<file path="config.mk">
export PLATFORM = sky130hd
export DESIGN_NAME = sync_fifo
export DESIGN_NICKNAME = d
export VERILOG_FILES = /design/src/rtl/sync_fifo.sv
export SDC_FILE = /design/constraint.sdc
export NUM_CORES = 1
export LEC_CHECK = 0
export ABC_AREA = 1
export CAP_MARGIN = 10
export CORE_MARGIN = 1.5
export CORE_UTILIZATION = 30
export CTS_BUF_LIST = sky130_fd_sc_hd__clkbuf_8
export CTS_CLUSTER_SIZE = 30
export DETAILED_ROUTE_END_ITERATION = 16
export PLACE_DENSITY = 0.51
export SYNTH_ARGS = -nofsm -noshare
export SYNTH_HDL_FRONTEND = slang
export SYNTH_SLANG_ARGS = --single-unit
</file>
<file path="constraint.sdc">
create_clock -name clk -period 3.5 [get_ports clk]
set_input_delay 0.7 -clock clk [delete_from_list [all_inputs] [get_ports clk]]
set_output_delay 0.7 -clock clk [all_outputs]
set_load 0.02 [all_outputs]
</file>
<file path="src/rtl/sync_fifo.sv">
// Single-clock FIFO with occupancy count, programmable almost-full/almost-empty
// thresholds, selectable standard or first-word-fall-through read port and sticky error flags.

module sync_fifo_chk #(
  parameter int DEPTH = 16,
  parameter int CW    = 5
) (
  input logic          clk,
  input logic          rst,
  input logic [CW-1:0] count,
  input logic          w_full,
  input logic          r_empty
);

  localparam logic [CW-1:0] DEPTH_C = CW'(DEPTH);
  localparam logic [CW-1:0] ZERO_C  = {CW{1'b0}};

  a_count_range: assert property (@(posedge clk) disable iff (rst) count <= DEPTH_C);
  a_full_flag:   assert property (@(posedge clk) disable iff (rst) w_full == (count == DEPTH_C));
  a_empty_flag:  assert property (@(posedge clk) disable iff (rst) r_empty == (count == ZERO_C));

endmodule

module sync_fifo #(
  parameter int WIDTH     = 5,
  parameter int DEPTH     = 16,
  parameter int AF_THRESH = DEPTH - 2,
  parameter int AE_THRESH = 2,
  parameter int FWFT      = 0
) (
  input  logic                       clk,
  input  logic                       rst,
  input  logic                       w_en,
  input  logic [WIDTH-1:0]           i_dat,
  output logic                       w_full,
  output logic                       w_almost_full,
  output logic                       w_overflow,
  input  logic                       r_en,
  output logic [WIDTH-1:0]           o_dat,
  output logic                       o_valid,
  output logic                       r_empty,
  output logic                       r_almost_empty,
  output logic                       r_underflow,
  input  logic                       err_clr,
  output logic [$clog2(DEPTH):0]     count
);

  localparam int AW = $clog2(DEPTH);
  localparam int CW = AW + 1;

  localparam logic [CW-1:0]    DEPTH_C  = CW'(DEPTH);
  localparam logic [CW-1:0]    AF_C     = CW'(AF_THRESH);
  localparam logic [CW-1:0]    AE_C     = CW'(AE_THRESH);
  localparam logic [CW-1:0]    C_ZERO_C = {CW{1'b0}};
  localparam logic [CW-1:0]    C_ONE_C  = CW'(1);
  localparam logic [AW-1:0]    P_ZERO_C = {AW{1'b0}};
  localparam logic [AW-1:0]    P_ONE_C  = AW'(1);
  localparam logic [WIDTH-1:0] D_ZERO_C = {WIDTH{1'b0}};

  logic [WIDTH-1:0] mem_r [DEPTH];
  logic [AW-1:0]    wr_ptr_r;
  logic [AW-1:0]    rd_ptr_r;
  logic [CW-1:0]    count_r;
  logic [CW-1:0]    count_nxt_s;
  logic             full_r;
  logic             empty_r;
  logic             afull_r;
  logic             aempty_r;
  logic             ovf_r;
  logic             unf_r;
  logic             wr_acc_s;
  logic             rd_acc_s;

  // Acceptance looks only at this cycle's registered flags, never at the opposite port.
  assign wr_acc_s = w_en & ~full_r;
  assign rd_acc_s = r_en & ~empty_r;

  // Next occupancy: a simultaneous accepted read and write cancel out.
  always_comb begin
    count_nxt_s = count_r;
    case ({wr_acc_s, rd_acc_s})
      2'b10:   count_nxt_s = count_r + C_ONE_C;
      2'b01:   count_nxt_s = count_r - C_ONE_C;
      default: count_nxt_s = count_r;
    endcase
  end

  // Pointers, count and status flags; flags follow the next count so they always agree with count.
  always_ff @(posedge clk) begin
    if (rst) begin
      wr_ptr_r <= P_ZERO_C;
      rd_ptr_r <= P_ZERO_C;
      count_r  <= C_ZERO_C;
      full_r   <= 1'b0;
      empty_r  <= 1'b1;
      afull_r  <= 1'b0;
      aempty_r <= 1'b1;
    end else begin
      if (wr_acc_s) begin
        wr_ptr_r <= wr_ptr_r + P_ONE_C;
      end
      if (rd_acc_s) begin
        rd_ptr_r <= rd_ptr_r + P_ONE_C;
      end
      count_r  <= count_nxt_s;
      full_r   <= (count_nxt_s == DEPTH_C);
      empty_r  <= (count_nxt_s == C_ZERO_C);
      afull_r  <= (count_nxt_s >= AF_C);
      aempty_r <= (count_nxt_s <= AE_C);
    end
  end

  // Storage array; not reset, and reset blocks any write issued in the same cycle.
  always_ff @(posedge clk) begin
    if (!rst && wr_acc_s) begin
      mem_r[wr_ptr_r] <= i_dat;
    end
  end

  // Sticky error flags; a new offence wins over a coincident clear.
  always_ff @(posedge clk) begin
    if (rst) begin
      ovf_r <= 1'b0;
      unf_r <= 1'b0;
    end else begin
      if (w_en && full_r) begin
        ovf_r <= 1'b1;
      end else if (err_clr) begin
        ovf_r <= 1'b0;
      end
      if (r_en && empty_r) begin
        unf_r <= 1'b1;
      end else if (err_clr) begin
        unf_r <= 1'b0;
      end
    end
  end

  generate
    if (FWFT != 0) begin : g_fwft
      // Head word is presented directly; forced to zero while empty so stale storage never shows.
      assign o_dat   = empty_r ? D_ZERO_C : mem_r[rd_ptr_r];
      assign o_valid = ~empty_r;
    end else begin : g_std
      logic [WIDTH-1:0] rd_dat_r;
      logic             rd_vld_r;

      // Registered read port: data lands the cycle after the accepting edge and then holds.
      always_ff @(posedge clk) begin
        if (rst) begin
          rd_dat_r <= D_ZERO_C;
          rd_vld_r <= 1'b0;
        end else begin
          rd_vld_r <= rd_acc_s;
          if (rd_acc_s) begin
            rd_dat_r <= mem_r[rd_ptr_r];
          end
        end
      end

      assign o_dat   = rd_dat_r;
      assign o_valid = rd_vld_r;
    end
  endgenerate

  assign count          = count_r;
  assign w_full         = full_r;
  assign w_almost_full  = afull_r;
  assign w_overflow     = ovf_r;
  assign r_empty        = empty_r;
  assign r_almost_empty = aempty_r;
  assign r_underflow    = unf_r;

  sync_fifo_chk #(
    .DEPTH (DEPTH),
    .CW    (CW)
  ) u_chk (
    .clk     (clk),
    .rst     (rst),
    .count   (count_r),
    .w_full  (full_r),
    .r_empty (empty_r)
  );

endmodule

</file>
# Word level (Yosys, flattened, before mapping)
# Memories as Yosys holds them, arrays and structs flattened. A register that Yosys moved wholly into a read port is not among the register bits.
# Index checks and enable logic that the tools add are counted.
op_classes:
  n_addsub: 4
  order_cmp: 2
  eq_ne: 3
  mux: 6
  bitwise: 4
  n_reduce_logical: 7
op_table:
  columns: ["op", "count"]
  rows:
  - ["$pmux W5 S2", 1]
  - ["$add A4 B1 Y4 const B", 2]
  - ["$add A5 B1 Y5 const B", 1]
  - ["$eq A5 B5 Y1 const B", 1]
  - ["$ge A5 B4 Y1 const B", 1]
  - ["$le A5 B2 Y1 const B", 1]
  - ["$logic_not A5 Y1", 1]
  - ["$mux W1", 5]
  - ["$sub A5 B1 Y5 const B", 1]
  - ["$reduce_bool A2 Y1", 2]
  - ["$logic_and A1 B1 Y1", 3]
  - ["$and A1 B1 Y1", 2]
  - ["$eq A2 B1 Y1 const B", 1]
  - ["$eq A2 B2 Y1 const B", 1]
  - ["$not A1 Y1", 2]
  - ["$logic_not A1 Y1", 1]
word_totals:
  regBits: 20
  ram_bits: 80
  inputBits: 10
  output_inout_bits: 17
  wordCells: 37
  mem_count: 1
mem_list:
  columns: ["memory", "depth", "word_bits", "read_ports", "rd_clocked_by_memory_dff", "write_ports", "line_no", "source"]
  rows:
  - ["mem_r", 16, 5, 1, 1, 1, "60", "logic [WIDTH-1:0] mem_r [DEPTH];"]

# Depth between registers and ports, before layout
logic_depth:
  depth_word: 5
  depth_mapped: 15
  depth_no_buf: 15

# Worst setup path before layout
# Ideal clock, no wire load.
synth_path:
  path_type: "input -> register"
  start: "input r_en"
  end: "register afull_r (netlist: w_almost_full)"
  setup_time_ns: 0.118
  arrival_time_ns: 2.001
  required_ns: 3.382
  slack_ns: 1.381
  cell_stages: 9
  n_path_buf: 2
  cell_sequence: "inv_2 nor2_4 buf_6 buf_2 ha_1 inv_1 or2_2 nand3_2 o21ai_1"
synth_between:
  elab_chain_cells: 4
  word_cells_on_any_way: 5
  cone_classes: "1 x order compare; 2 x eq/ne; 1 x mux; 1 x bitwise"
synth_lines:
  columns: ["element", "line_no", "source"]
  rows:
  - ["start: declaration", "38", "input logic r_en,"]
  - ["$and A1 B1 Y1 (*)", "76", "assign rd_acc_s = r_en & ~empty_r;"]
  - ["$eq A2 B1 Y1 / $eq A2 B2 Y1 (equally long branches)", "81", "case ({wr_acc_s, rd_acc_s})"]
  - ["$pmux W5 S2 (*)", "81", null]
  - ["$ge A5 B4 Y1 (*)", "108", "afull_r <= (count_nxt_s >= AF_C);"]
  - ["end signal: assignment", "108", null]
  - ["end: declaration", "67", "logic afull_r;"]
# Mark *: on every way between the ends. The rest lies on a longest branch, timed or not.
# A chain may end at the register's enable or synchronous reset.

# Final worst setup path
layout_path:
  start: "input w_en"
  end: "register full_r (netlist: w_full)"
layout_between:
  elab_chain_cells: 4
  word_cells_on_any_way: 5
  cone_classes: "3 x eq/ne; 1 x mux; 1 x bitwise"
layout_lines:
  columns: ["element", "line_no", "source"]
  rows:
  - ["start: declaration", "33", "input logic w_en,"]
  - ["$and A1 B1 Y1 (*)", "75", "assign wr_acc_s = w_en & ~full_r;"]
  - ["$eq A2 B1 Y1 / $eq A2 B2 Y1 (equally long branches)", "81", null]
  - ["$pmux W5 S2 (*)", "81", null]
  - ["$eq A5 B5 Y1 (*)", "106", "full_r <= (count_nxt_s == DEPTH_C);"]
  - ["end signal: assignment", "106", null]
  - ["end: declaration", "65", "logic full_r;"]
# Marks and branches as above.

==> flow_summary.yaml <==
status:
  status: "finished clean"
drt:
  via_per_inst: 4.762
  drt-total-wl_mm: 10.60
  post_drt_wl_per_cell_um: 16.51
  firstDrtPassIters: 4
  num_vias: 3057
  drtIter0Drc: 150
  antenna_left: 0
  drc: 0
logic_synthesis:
  synth_ff_type: "edfxtp_1"
  yosysMostFrequentCell: "edfxtp_1"
  synth_cells: 426
  yosysSeqAreaShare_pct: 64.59
  netlist_area_um2: 4494
  yosysWarningCount: 0
  synth_cell_types: 34
  avgSynthCellArea_um2: 10.55
  synthTopCellsByCount: "edfxtp_1 (80), nor2_1 (69), nand2_1 (68), inv_1 (32), o21ai_0 (28)"
  synth_top_area_cell: "edfxtp_1"
  async_flop_share_pct: 0
  synth-edff-count: 80
  yosys.area.top_type_share_pct: 53.45
  ys_ff_latch: 105
  syn_nets: 443
  synth_area_leaders: "edfxtp_1 (53%), dfxtp_1 (11%), nor2_1 (5.8%), nand2_1 (5.7%), o21ai_0 (3.1%)"
power_and_ir_drop:
  irDropWorstVdd_mv: 0.3328
  p_total_mw: 2.719
  p_sw_share_pct: 29.79
  switchingPower_mw: 0.8102
  p_int_mw: 1.909
  combPwrFrac_pct: 19.9
  seqPwrFrac_pct: 52.9
  powerDensity_nw_per_um2: 530.3
  p_leak_nw: 1.834
  p_clk_share_pct: 27.2
sta:
  finalCriticalPeriod_ns: 2.568
  relSlewSlack_pct: 45.89
  skew_ns: 0.01327
  setup_viol: 0
  slew_viol_final: 0
  fmax_ghz: 0.3894
  rsz0062_at_grt: "no"
  setup_ws_ns: 0.9321
  hold_ws_ns: 0.4701
  tightest_slew_ns: 0.8105
  setup_tns_ns: 0
  fin_crit_sh_pct: 73.37
  finalHoldViolations: 0
final_layout:
  seqCellArea_um2: 2903
  final_nets: 470
  nFillCells: 1436
  area_growth_syn_to_layout_pct: 14.11
  finalInstanceArea_um2: 5129
  n_antenna_cell: 0
  multi_input_area_um2: 1346
  drive_gt1_share_pct: 8.297
floorplan:
  dieHeight_um: 125.4
  ioPinCount: 27
  dieArea_um2: 15720
  die_w_um: 125.4
  row_count: 44
  initial_utilization_pct: 30.81
  core_region_area_um2: 14590
global_routing:
  grtUsageTotal_pct: 13.87
  grt_max_degree: 43
  grt.overflow.total: 0
  grt_pass1_vias: 3046
  grt_first_pass_wirelength_mm: 16.55
  antenna_found_initial: 0
clocking:
  htree_levels: 3
  numCtsBuffers: 9
  worstSkewPairLatency_ns: 0.38
  post_cts_buffers: 0
  cts_tree: "built"
  cts_root_buf: "clkbuf_8"
  cts_resized: 0
  cts_sinks: 105
  clk_pin_slew_ns: 0.10
  clk_path_buf_depth: 2
  holdBufCountCts: 0
placement:
  place_ws_ns: 0.5721
  gp_congestion: 0.8391
  place_hpwl_mm: 7.089
  placed_area_um2: 4942
  port_buffers: 26
worst_setup_path:
  critPathBufInv: 2
  critPathRequiredTime_ns: 3.82
  crit_family: "simple AND/OR/NAND/NOR gates"
  slowest_stage: "clkdlybuf4s50_1"
  startpoint_type: "input port"
  critPathMaxStageDelay_ns: 0.48
  arrival_ns: 2.89
  endpoint_kind: "register"
  crit_fanout: 11
  crit_top_cell: "nand2_1"
  path_cells: "clkdlybuf4s50_1, nand2_1, nand2_1, nand2_1, nand2_1, inv_2, ha_1, o21ai_0, nand2_1, nor2_1, nand2_1, nor2_1"
  worstSetupPathType: "input port to register"
min_path:
  hold_path.class: "register to register"
flow_run:
  maxCapViolCount: 0
==> worst min-delay path, stage by stage (launching register included) <==
cell	delay (ns)
dfxtp_1	0.32
nand2_1	0.06
a21oi_1	0.05
==> layer usage <==
layer  vias up  GRT usage (%)  share of wire [%]
li1       1522              -                  -
met1      1472          18.39                 47
met2        49          22.12                 48
met3        14          2.225                2.7
met4         0          6.885                2.1
met5         -              0                  0
==> logic make-up (layout without fill, tap and decap cells) <==
family                   after synthesis  in the layout  synth area share (%)
AND/OR/NAND/NOR                      171            171                 16.34
flip-flops                           105            105                 64.59
AO/OA/AOI/OAI                         86             86                 11.27
buffers and inverters                 55             87                 5.456
adder cells (fa/ha/maj)                7              7                 1.949
XOR/XNOR                               2              2                0.3898
==> final timing paths <==
| path | from | to | slack [ns] | depth (start not counted) |
|---|---|---|---|---|
| setup / recovery | w_en | w_full | 0.93 | 12 |
| hold / removal | w_overflow | w_overflow | 0.47 | 2 |
| setup reg to reg | w_full | w_full | 1.33 | 12 |
| hold reg to reg | w_overflow | w_overflow | 0.47 | 2 |
==> metrics by stage <==
stage                     utilization (%)  instances
after floorplan                         -        426
after global placement              33.88        626
after detailed placement            33.88        626
after CTS                           35.15        642
after global routing                35.15        642
final                               35.15        642
==> flip-flops by register name (all words and copies together) (netlist names) <==
name / flops
r_empty: 1
w_full: 1
r_underflow: 1
o_valid: 1
rd_ptr_r: 4
count: 5
mem_r: 80
wr_ptr_r: 4
r_almost_empty: 1
w_almost_full: 1
o_dat: 5
w_overflow: 1
==> cell type report <==
cell class / count / share of cell area, %
sequential: 105 / 56.60
clock inverter: 7 / 1.220
tap: 184 / 4.489
inverter: 36 / 2.635
multi-input combinational: 266 / 26.25
timing repair buffer: 35 / 6.392
clock buffer: 9 / 2.415
==> layout by cell type, fill, tap and decap left out, types with 2 or more instances in the layout <==
cell type	Yosys	layout
edfxtp_1	80	80
nor2_1	69	69
nand2_1	68	68
inv_1	32	34
o21ai_0	28	28
clkdlybuf4s50_1	0	26
dfxtp_1	25	25
o22ai_1	16	16
o21ai_1	15	15
nor3_1	11	11
nand3_1	10	10
clkbuf_8	0	9
buf_4	2	9
a21oi_1	7	7
ha_1	7	7
nand3_2	6	6
a21boi_0	6	6
inv_2	4	4
o221ai_1	4	4
o211ai_1	4	4
nor2_4	2	2
nand2_2	2	2
xor2_1	2	2
a21boi_1	2	2
==> power groups by stage <==
stage | registers [mW] | logic (mW) | clock network (mW)
final | 1.44 | 0.540 | 0.739
after detailed placement | 1.47 | 0.539 | 0
after global placement | 1.47 | 0.539 | 0
after floorplan | 1.50 | 0.319 | 0
after global routing | 1.45 | 0.594 | 0.801
after CTS | 1.44 | 0.541 | 0.759
(Power assumes the default switching activity.)
